[src/rtl/snn_stream_pkg.sv]
// ----------------------------------------------------------------------------
// snn_stream_pkg
// Shared types and constants for the UART image streamer.
//   streamer_state_t : FSM state encoding of uart_image_streamer
//   TIMEOUT_BYTE     : result byte recorded when the response watchdog fires
// ----------------------------------------------------------------------------
package snn_stream_pkg;

    typedef enum logic [2:0] {
        ST_IDLE,
        ST_FETCH,
        ST_SEND,
        ST_WAIT_TX,
        ST_WAIT_RX,
        ST_DONE
    } streamer_state_t;

    localparam logic [7:0] TIMEOUT_BYTE = 8'hFF;

endpackage

[src/rtl/stream_addr_gen.sv]
// ----------------------------------------------------------------------------
// stream_addr_gen
// Byte and image counters plus the ROM address, which is kept equal to
// img_cnt*BYTES_PER_IMAGE + byte_cnt by incrementing instead of multiplying.
// Ports:
//   clk, rst_n   : clock, asynchronous active-low reset
//   clear        : zero both counters and the address (run start)
//   byte_adv     : next byte of the same image (byte_cnt++, rom_addr++)
//   image_end    : last byte of the image sent (byte_cnt -> 0)
//   image_adv    : next image (img_cnt++, rom_addr++)
//   rom_addr     : current ROM address
//   img_cnt      : current image index
//   last_byte    : byte_cnt == BYTES_PER_IMAGE-1
//   last_image   : img_cnt  == NUM_IMAGES-1
// ----------------------------------------------------------------------------
module stream_addr_gen #(
    parameter int unsigned BYTES_PER_IMAGE = 98,
    parameter int unsigned NUM_IMAGES      = 4,
    parameter int unsigned ADDR_WIDTH      = 9,
    parameter int unsigned IDX_WIDTH       = 3
) (
    input  logic                  clk,
    input  logic                  rst_n,
    input  logic                  clear,
    input  logic                  byte_adv,
    input  logic                  image_end,
    input  logic                  image_adv,
    output logic [ADDR_WIDTH-1:0] rom_addr,
    output logic [IDX_WIDTH-1:0]  img_cnt,
    output logic                  last_byte,
    output logic                  last_image
);

    localparam int unsigned BCW = $clog2(BYTES_PER_IMAGE + 1);

    logic [BCW-1:0] byte_cnt;

    always_ff @(posedge clk or negedge rst_n) begin
        if (!rst_n) begin
            byte_cnt <= '0;
            img_cnt  <= '0;
            rom_addr <= '0;
        end else if (clear) begin
            byte_cnt <= '0;
            img_cnt  <= '0;
            rom_addr <= '0;
        end else begin
            if (byte_adv) begin
                byte_cnt <= byte_cnt + BCW'(1);
                rom_addr <= rom_addr + ADDR_WIDTH'(1);
            end else if (image_end) begin
                // address stays on the last byte; image_adv steps it into the next image
                byte_cnt <= '0;
            end else if (image_adv) begin
                img_cnt  <= img_cnt + IDX_WIDTH'(1);
                rom_addr <= rom_addr + ADDR_WIDTH'(1);
            end
        end
    end

    assign last_byte  = (byte_cnt == BCW'(BYTES_PER_IMAGE - 1));
    assign last_image = (img_cnt == IDX_WIDTH'(NUM_IMAGES - 1));

endmodule

[src/rtl/uart_image_streamer.sv]
// ----------------------------------------------------------------------------
// uart_image_streamer
// Streams NUM_IMAGES images of BYTES_PER_IMAGE bytes from a ROM to a uart_tx,
// and captures one classification byte per image from a uart_rx.
// Optional build macro: STREAMER_TIMEOUT_EN enables a response watchdog in
// WAIT_RX; when undefined the block waits forever and timeout is tied 0.
// Ports:
//   clk, rst_n            : clock, asynchronous active-low reset
//   start                 : one-cycle pulse, starts a run when idle
//   rom_addr / rom_data   : ROM read port (data valid ROM_LATENCY cycles later)
//   tx_start / tx_data    : one-cycle send strobe and byte to uart_tx
//   tx_rdy                : uart_tx idle flag (rising edge = byte finished)
//   rx_rdy / rx_data      : uart_rx byte-received pulse and byte
//   busy                  : run in progress
//   result_valid          : one-cycle pulse per captured result
//   result_data/idx       : captured byte and its image index
//   done                  : high from end of run until next start
//   timeout               : sticky watchdog error, cleared by start
// ----------------------------------------------------------------------------
module uart_image_streamer
    import snn_stream_pkg::*;
#(
    parameter int unsigned BYTES_PER_IMAGE = 98,
    parameter int unsigned NUM_IMAGES      = 4,
    parameter int unsigned ADDR_WIDTH      = 9,
    parameter int unsigned ROM_LATENCY     = 1,
    parameter int unsigned TIMEOUT_CYCLES  = 2000000
) (
    input  logic                          clk,
    input  logic                          rst_n,
    input  logic                          start,
    output logic [ADDR_WIDTH-1:0]         rom_addr,
    input  logic [7:0]                    rom_data,
    output logic                          tx_start,
    output logic [7:0]                    tx_data,
    input  logic                          tx_rdy,
    input  logic                          rx_rdy,
    input  logic [7:0]                    rx_data,
    output logic                          busy,
    output logic                          result_valid,
    output logic [7:0]                    result_data,
    output logic [$clog2(NUM_IMAGES):0]   result_idx,
    output logic                          done,
    output logic                          timeout
);

    localparam int unsigned IDX_WIDTH = $clog2(NUM_IMAGES) + 1;

    streamer_state_t state, state_next;

    logic                 clear, byte_adv, image_end, image_adv;
    logic                 latch_tx, capture;
    logic                 last_byte, last_image;
    logic [IDX_WIDTH-1:0] img_cnt;
    logic [2:0]           lat_cnt;
    logic                 tx_rdy_q;
    logic                 tx_rdy_rise;
    logic                 timeout_hit;

    stream_addr_gen #(
        .BYTES_PER_IMAGE (BYTES_PER_IMAGE),
        .NUM_IMAGES      (NUM_IMAGES),
        .ADDR_WIDTH      (ADDR_WIDTH),
        .IDX_WIDTH       (IDX_WIDTH)
    ) u_addr_gen (
        .clk        (clk),
        .rst_n      (rst_n),
        .clear      (clear),
        .byte_adv   (byte_adv),
        .image_end  (image_end),
        .image_adv  (image_adv),
        .rom_addr   (rom_addr),
        .img_cnt    (img_cnt),
        .last_byte  (last_byte),
        .last_image (last_image)
    );

    // A tx_rdy that is already high on entry is not a completion; only 0->1 counts.
    assign tx_rdy_rise = tx_rdy && !tx_rdy_q;

    always_ff @(posedge clk or negedge rst_n) begin
        if (!rst_n) begin
            state <= ST_IDLE;
        end else begin
            state <= state_next;
        end
    end

    always_comb begin
        state_next = state;
        clear      = 1'b0;
        byte_adv   = 1'b0;
        image_end  = 1'b0;
        image_adv  = 1'b0;
        latch_tx   = 1'b0;
        capture    = 1'b0;
        case (state)
            ST_IDLE: begin
                if (start) begin
                    clear      = 1'b1;
                    state_next = ST_FETCH;
                end
            end
            ST_FETCH: begin
                if (lat_cnt == 3'(ROM_LATENCY)) begin
                    latch_tx   = 1'b1;
                    state_next = ST_SEND;
                end
            end
            ST_SEND: begin
                state_next = ST_WAIT_TX;
            end
            ST_WAIT_TX: begin
                if (tx_rdy_rise) begin
                    if (!last_byte) begin
                        byte_adv   = 1'b1;
                        state_next = ST_FETCH;
                    end else begin
                        image_end  = 1'b1;
                        state_next = ST_WAIT_RX;
                    end
                end
            end
            ST_WAIT_RX: begin
                if (rx_rdy || timeout_hit) begin
                    capture = 1'b1;
                    if (!last_image) begin
                        image_adv  = 1'b1;
                        state_next = ST_FETCH;
                    end else begin
                        state_next = ST_DONE;
                    end
                end
            end
            ST_DONE: begin
                state_next = ST_IDLE;
            end
            default: begin
                state_next = ST_IDLE;
            end
        endcase
    end

    assign tx_start = (state == ST_SEND);
    assign busy     = (state inside {ST_FETCH, ST_SEND, ST_WAIT_TX, ST_WAIT_RX});

    always_ff @(posedge clk or negedge rst_n) begin
        if (!rst_n) begin
            lat_cnt      <= '0;
            tx_rdy_q     <= 1'b0;
            tx_data      <= '0;
            result_valid <= 1'b0;
            result_data  <= '0;
            result_idx   <= '0;
            done         <= 1'b0;
        end else begin
            tx_rdy_q     <= tx_rdy;
            lat_cnt      <= (state == ST_FETCH) ? lat_cnt + 3'd1 : '0;
            result_valid <= capture;
            if (latch_tx) begin
                tx_data <= rom_data;
            end
            if (capture) begin
                result_data <= timeout_hit ? TIMEOUT_BYTE : rx_data;
                result_idx  <= img_cnt;
            end
            if (clear) begin
                done <= 1'b0;
            end else if (capture && last_image) begin
                done <= 1'b1;
            end
        end
    end

`ifdef STREAMER_TIMEOUT_EN
    localparam int unsigned WD_WIDTH = $clog2(TIMEOUT_CYCLES + 1);

    logic [WD_WIDTH-1:0] wd_cnt;

    // wd_cnt is 0 on the first WAIT_RX cycle, so the hit lands on cycle TIMEOUT_CYCLES.
    always_ff @(posedge clk or negedge rst_n) begin
        if (!rst_n) begin
            wd_cnt <= '0;
        end else if (state != ST_WAIT_RX) begin
            wd_cnt <= '0;
        end else begin
            wd_cnt <= wd_cnt + WD_WIDTH'(1);
        end
    end

    assign timeout_hit = (state == ST_WAIT_RX) && !rx_rdy &&
                         (wd_cnt == WD_WIDTH'(TIMEOUT_CYCLES - 1));

    always_ff @(posedge clk or negedge rst_n) begin
        if (!rst_n) begin
            timeout <= 1'b0;
        end else if (clear) begin
            timeout <= 1'b0;
        end else if (timeout_hit) begin
            timeout <= 1'b1;
        end
    end
`else
    logic unused_timeout_cfg;

    assign unused_timeout_cfg = (TIMEOUT_CYCLES == 0);
    assign timeout_hit        = 1'b0;
    assign timeout            = 1'b0;
`endif

endmodule
[config.mk]
export PLATFORM = sky130hd
export DESIGN_NAME = uart_image_streamer
export DESIGN_NICKNAME = d
export VERILOG_FILES = /design/src/rtl/snn_stream_pkg.sv /design/src/rtl/stream_addr_gen.sv /design/src/rtl/uart_image_streamer.sv
export SDC_FILE = /design/constraint.sdc
export NUM_CORES = 1
export LEC_CHECK = 0
export ABC_AREA = 1
export CORE_MARGIN = 2
export CORE_UTILIZATION = 55
export CTS_BUF_LIST = sky130_fd_sc_hd__clkbuf_8
export DETAILED_ROUTE_END_ITERATION = 10
export HOLD_SLACK_MARGIN = 0.02
export PLACE_DENSITY = 0.86
export SYNTH_ARGS = -nofsm -noshare
export SYNTH_HDL_FRONTEND = slang
export SYNTH_SLANG_ARGS = --single-unit
[constraint.sdc]
create_clock -name clk -period 3.63 [get_ports clk]
set_input_delay 0.5445 -clock clk [delete_from_list [all_inputs] [get_ports clk]]
set_output_delay 0.5445 -clock clk [all_outputs]
set_load 0.005 [all_outputs]
**After elaboration in Yosys (flattened, before gate mapping)**

Cells that the tools add are included.

- Register bits: 47
- Latch bits: 0
- Bits in writable memories: 0
- Memory bits (read-only): 0
- Input port bits: 21
- Output and inout port bits: 33
- Word-level logic and storage cells: 77
- Memories: 0

- Add/sub/neg operators: 4
- Multipliers: 0
- Divide/modulo/power cells: 0
- Magnitude comparators: 0
- Equality and inequality tests: 14
- Shift-type cells: 0
- Mux-type cells: 36
- Bitwise operators: 0
- Reductions and logical operators: 12

Operators by type and width:

| cell | number |
|---|---|
| two-way mux 9 bit | 4 |
| two-way mux 3 bit | 11 |
| two-way mux 7 bit | 3 |
| two-way mux 1 bit | 17 |
| one-hot mux 3 bit (5 select lines) | 1 |
| != test 2 bit (second input constant) | 6 |
| adder 9 x 1 -> 9 bit (second input constant) | 1 |
| == test 3 x 2 -> 1 bit (second input constant) | 3 |
| adder 7 x 1 -> 7 bit (second input constant) | 1 |
| == test 7 bit (second input constant) | 1 |
| adder 3 x 1 -> 3 bit (second input constant) | 2 |
| == test 3 x 1 -> 1 bit (second input constant) | 2 |
| nonzero test 3 bit | 2 |
| AND reduction 4 bit | 1 |
| nonzero test 2 bit | 2 |
| nonzero test 4 bit | 1 |
| == test 3 bit (second input constant) | 1 |
| logical NOT 3 bit | 1 |
| != test 3 bit (second input constant) | 1 |
| AND reduction 3 bit | 1 |
| logical AND 1 bit | 2 |
| AND reduction 2 bit | 1 |
| logical NOT 1 bit | 1 |

**Longest topological paths before layout**

Gate-level depths: netlist (run 1).

- Depth in word-level cells: 8
- Depth in mapped cells: 10

**Modules after synthesis**

Synthesis (run 1) repeated with hierarchy kept, for this count alone.

- Cells, all modules: 286
- Area total of the unflattened synthesis: 2,313.5 um2

Modules (own cells, without submodules):

| module | times used | cells an instance | area an instance (um2) |
|---|---|---|---|
| uart_image_streamer | 1 | 145 | 1,233.7 |
| stream_addr_gen | 1 | 141 | 1,079.8 |

**Least setup slack after synthesis (run 1)**

Ideal clock, no wire load.

- Path kind: reg-to-output
- Start point: register state[2]
- End point: output port busy
- Arrival: 0.802 ns
- Slack: 2.284 ns
- Stages on the path, launching flop included: 4
- Cell sequence: dfrtp_1 inv_1 nand3_1 nand4_1

- Word-level cells in the longest chain between the ends: 2

RTL lines:

| what | RTL line | source |
|---|---|---|
| start, declared | uart_image_streamer.sv:49 | `streamer_state_t state, state_next;` |
| start signal, assigned | uart_image_streamer.sv:85 | `state <= state_next;` |
| == test 3 x 1 -> 1 bit, or another cell as far along | uart_image_streamer.sv:145 | `assign busy = (state inside {ST_FETCH, ST_SEND, ST_WAIT_TX, ST_WAIT_RX});` |
| nonzero test 4 bit (*) | uart_image_streamer.sv:145 |  |
| end, declared | uart_image_streamer.sv:39 | `output logic busy,` |

Every way passes the cells marked *; elsewhere a longest branch is shown, timed or not.

**Final worst setup path (run 1)**

Ends and elaborated chain as after synthesis.

==> results of run 1 <==
-- flip-flops by register name (all words and copies together), names as in the netlist --
register             count
lat_cnt                  3
u_addr_gen.rom_addr      9
done                     1
u_addr_gen.img_cnt       3
result_idx               3
state                    3
tx_data                  8
result_valid             1
u_addr_gen.byte_cnt      7
tx_rdy_q                 1
result_data              8
-- per-layer routing --
metal	global-route usage	vias to the layer above	wire, um
met4	0.0797	0	77
li1	-	1071	-
met5	0	-	0
met3	0.0513	8	313
met1	0.268	988	2210
met2	0.373	67	2460
-- synth_stat cells, types with 2 or more instances --
master	n
buf_2	2
buf_4	3
buf_6	4
dfrtp_1	47
ha_1	7
inv_1	44
nand2_1	106
nand2_2	2
nand3_1	16
nand3_2	2
nand4_1	21
nor2_1	21
nor2_2	2
o21ai_0	13
o21ai_2	2
o22ai_1	2
or2_2	2
xor2_1	3
-- final cells by class --
| cell class | instances | area share |
|---|---|---|
| sequential | 47 | 0.386 |
| multi-input combinational | 208 | 0.337 |
| timing repair buffer | 52 | 0.169 |
| inverter | 46 | 0.0575 |
| clock buffer | 6 | 0.0271 |
| tap | 52 | 0.0214 |
| clock inverter | 1 | 0.00164 |
-- worst paths after layout --
path | startpoint | to | slack [ns] | cells past startpoint
setup / recovery | state[2] | busy | 1.31 | 4
max in group asynchronous | rst_n | tx_data[4] | 2.59 | 1
setup reg to reg | lat_cnt[1] | tx_data[3] | 1.85 | 6
min in group clk | lat_cnt[0] | lat_cnt[0] | 0.47 | 1
hold reg to reg | lat_cnt[0] | lat_cnt[0] | 0.47 | 1
hold / removal | rst_n | u_addr_gen.byte_cnt[1] | 0.41 | 1
-- per-stage QoR --
step / area, sq um / power, mW / instances / util / setup slack, ns
3_5_place_dp: 2960 / 1.29 / 405 / 0.684 / 1.56
3_3_place_gp: 2960 / 1.27 / 405 / 0.684 / 1.60
2_1_floorplan: 2460 / 1.03 / 310 / - / 2.28
5_1_grt: 3050 / 1.72 / 412 / 0.705 / 1.20
4_1_cts: 3050 / 1.61 / 412 / 0.705 / 1.32
6_report: 3050 / 1.60 / 412 / 0.705 / 1.31
-- power by group through the flow --
stage	clock network (mW)	registers, mW	logic (mW)
floorplan	0	0.710	0.321
global placement	0	0.717	0.548
detailed placement	0	0.716	0.574
CTS	0.329	0.711	0.575
global route	0.346	0.728	0.650
finish	0.320	0.711	0.570
-- kinds of logic (layout without fill, tap and decap cells) --
logic type	count (synthesis)	count (layout)	synth area share
flip-flops	47	47	0.479
buffers and inverters	55	105	0.103
adder cells (fa/ha/maj)	7	7	0.0357
other	1	1	0.00153
AND/OR/NAND/NOR	175	175	0.318
AO/OA/AOI/OAI	21	21	0.0489
XOR/XNOR	4	4	0.0143
-- critical path: stages (launching register included) --
cell and delay (ns):
dfrtp_1 0.47, inv_1 0.12, nand3_1 0.19, nand4_1 0.17, clkdlybuf4s50_1 0.51
==> flow_summary.toml, run 1 <==
[clocking]
cts_max_level = 2
tritoncts = "done"
insertion_delay_ns = 0.30
ctsResizeCount = 0
cts_buffer_depth = 2
clkSinkCount = 47
cts_setup_buffers = 0
cts-root-buf = "clkbuf_8"
postCtsHoldBufs = 0
cts_buffers = 5
clkTransAtPathRegs_ns = 0.09

[timing]
final.min_clock_period_ns = 2.32
setup_viol = 0
timing.final.crit_share = 0.638
rsz0062_at_grt = "no"
slew_violations = 0
worst_pin_slew_ns = 1.01
hold_ws_ns = 0.406
hold_violations = 0
maxSlewHeadroom = 0.324
setup_tns_ns = 0
max_freq_mhz = 432
clock_skew_ns = 0.00905

[synthesis]
synth_area_leaders = "dfrtp_1, nand2_1, inv_1, nand4_1, ha_1"
ys.flop_type = "dfrtp_1"
ys_ff_latch = 47
syn_inst = 310
synth_edf_count = 0
yosysSeqAreaShare = 0.479
synthesis.area_sq_um = 2460
syn_area_per_cell_sq_um = 7.92
yosysTopAreaCellShare = 0.479
synth-async-reset-ratio = 1.00
synth_largest_area_cell = "dfrtp_1"
yosys_warnings = 0
yosysUniqueCellTypes = 29
syn_nets = 338

[routing]
detail-route-antenna-nets = 0
first_pass_iters = 7
drc_errors = 0
drtIter0Drc = 126
viasPerCell = 5.18
route.detailed.wl_per_inst_um = 12.3
num_vias = 2134
drt_wl_total_mm = 5.06

[min_path]
min_path_type = "in2async"

[power_and_ir_drop]
p_int_mw = 1.05
leakage_nw = 1.60
ir_drop_mv = 0.376
p_switching_mw = 0.553
comb_power_share = 0.356
pwr-share-clk = 0.200
p_seq_frac = 0.444
power.share.switching = 0.345
power_density_nw_per_um2 = 526

[placement]
place_hpwl_mm = 3.61
portBuffers = 52
finalWeightedCongestion = 0.836

[status]
status = "finished, final reports clean"

[floorplanning]
core_area_sq_um = 4320
die_w_um = 70.8
ios = 54
rows = 24
dieArea_sq_um = 5020
start_util = 0.568
die_y_um = 70.8

[global_route]
grt_overflow = 0
antenna_found_initial = 0
grt_pass1_wl_mm = 8.71
grt_use_total = 0.217
grt_max_degree = 48
grt_pass1_vias = 2028

[setup_path]
worstPathRequired_ns = 3.09
critical_path_arrival_ns = 1.77
cp-end-kind = "primary output"
path_class = "reg2out"
critPathMaxFanout = 6
startpoint_type = "register"

[layout]
final_common_cell = "nand2_1"
fill_cells = 345
num_antenna_cells = 0
drive_above_1_share = 0.0611
fin_nets = 388
register_area_sq_um = 1180
multiInputGateArea_sq_um = 1030
final_cell_mix = "nand2_1, clkdlybuf4s50_1, dfrtp_1"
syn_to_final_growth_pct = 24.0

[flow_run]
cap_violations = 0
(Power assumes the default switching activity.)
==> run 2, diff against run 1 <==
CORE_UTILIZATION = 52   (was 55)
PLACE_DENSITY = 0.82   (was 0.86)
clock period = 2.3 ns   (was 3.63 ns; I/O delays follow)
==> run 2 against run 1 <==
Compared with the run above: flip-flop and latch count unchanged; critical path depth stayed put; first-iteration DRC count is 6.3% lower; non-clock buffer count grew 2; critical path type unchanged; highest routed layer unchanged.
==> flow_summary.toml, run 2 (same netlist as run 1, synthesis figures left out) <==
[routing]
first_pass_iters = 4
route.detailed.wl_per_inst_um = 11.5
drc_errors = 0
viasPerCell = 4.94
drt_wl_total_mm = 4.81
detail-route-antenna-nets = 0
drtIter0Drc = 118
num_vias = 2058

[timing]
setup_slack_ns = 0.231
setup_viol = 0
maxSlewHeadroom = 0.615
timing.final.crit_share = 0.899
worst_pin_slew_ns = 0.578
hold_ws_ns = 0.116
slew_violations = 0
hold_violations = 0
max_freq_mhz = 483
setup_tns_ns = 0
final.min_clock_period_ns = 2.07
clock_skew_ns = 0.00925
rsz0062_at_grt = "no"

[power_and_ir_drop]
ir_drop_mv = 0.571
finalPower_mw = 2.55
leakage_nw = 1.62
power_density_nw_per_um2 = 828

[flow_run]
cap_violations = 0

[placement]
portBuffers = 52
place_hpwl_mm = 3.42
finalWeightedCongestion = 0.860
dp_slack_ns = 0.405

[setup_path]
max_stage_delay_ns = 0.50
slowest_stage = "clkdlybuf4s50_1"
crit_cells = 4
crit_buf_inv = 2
r2r-start = "u_addr_gen.byte_cnt[0]"
cp_top_family = "buffers and inverters"
startpoint_type = "register"
path_class = "reg2out"
cp-end-kind = "primary output"
reg2reg_to = "u_addr_gen.byte_cnt[0]"
worstPathRequired_ns = 1.96
critPathMaxFanout = 6
endpoint = "busy"
crit_start = "state[2]"
crit_path_cell_trace = "inv_1 > nand3_1 > nand4_1 > clkdlybuf4s50_1"
reg2reg_depth = 7
reg2reg_slack_ns = 0.51
critical_path_arrival_ns = 1.72

[global_route]
grt_overflow = 0
antenna_found_initial = 0
grt_use_total = 0.196
grt_pass1_wl_mm = 8.04
grt_pass1_vias = 1839
grt_max_degree = 48

[floorplanning]
die_y_um = 72.7
die_w_um = 72.7
rows = 25
ios = 54
core_area_sq_um = 4630
start_util = 0.531
dieArea_sq_um = 5290

[clocking]
insertion_delay_ns = 0.30
cts_buffers = 5
tritoncts = "done"
postCtsHoldBufs = 0
cts_buffer_depth = 2
cts-root-buf = "clkbuf_8"
ctsResizeCount = 0
cts_max_level = 2
clkSinkCount = 47
cts_setup_buffers = 0
clkTransAtPathRegs_ns = 0.09

[layout]
utilization = 0.665
final_common_cell = "nand2_1"
fin_nets = 390
syn_to_final_growth_pct = 25.3
drive_above_1_share = 0.0661
largest_register_ffs = 9
num_antenna_cells = 0
reg_top3 = "u_addr_gen.rom_addr x9, result_data x8, tx_data x8"
final_cell_mix = "nand2_1, clkdlybuf4s50_1, dfrtp_1"
registers.top_by_ff_count = "u_addr_gen.rom_addr"

[min_path]
min_path_type = "in2async"

[status]
status = "finished, final reports clean"
run 2: power by group:
part           internal, mW  switching (mW)  leakage [nW]
clock                 0.270           0.271        0.0557
combinational         0.432           0.454         0.952
sequential            0.988           0.134         0.614
run 2: worst reg2reg max path: cells and delay by family, from the launching register on:
kind          cells  cell delay [ns]
simple gates      5             1.03
flops             1             0.43
fa+ha+maj         1             0.23
buf+inv           1             0.04
run 2: how the worst min path moves through the flow:
stage	startpoint	endpoint	slack (ns)	depth (start not counted)
floorplan	rst_n	done	0.05	0
global placement	lat_cnt[0]	lat_cnt[0]	0.45	1
detailed placement	result_data[4]	result_data[4]	0.46	2
CTS	rst_n	lat_cnt[2]	0.14	2
global route	rst_n	u_addr_gen.byte_cnt[6]	0.18	2
finish	rst_n	lat_cnt[2]	0.12	2
run 2: metal layers:
| layer | track usage | wire length [um] | share of wire | vias to the layer above |
|---|---|---|---|---|
| met2 | 0.324 | 2220 | 0.46 | 44 |
| met5 | 0 | 0 | 0 | - |
| met3 | 0.0566 | 246 | 0.051 | 7 |
| li1 | - | - | - | 1071 |
| met1 | 0.245 | 2270 | 0.47 | 936 |
| met4 | 0.0679 | 72 | 0.015 | 0 |
run 2: layout make-up:
type	count	area [sq um]
repair buffers	54	531
clock inverters	1	3.75
multi-input cells	208	1030
flip-flops and latches	47	1180
inverters	46	175
well taps	54	67.6
fillers	379	1550
clock buffers	7	96.3
run 2: per-stage QoR:
step / cells / area, sq um
final: 417 / 3080
after global placement: 409 / 2980
after global routing: 417 / 3080
after floorplan: 310 / 2460
after CTS: 417 / 3080
after detailed placement: 409 / 2980
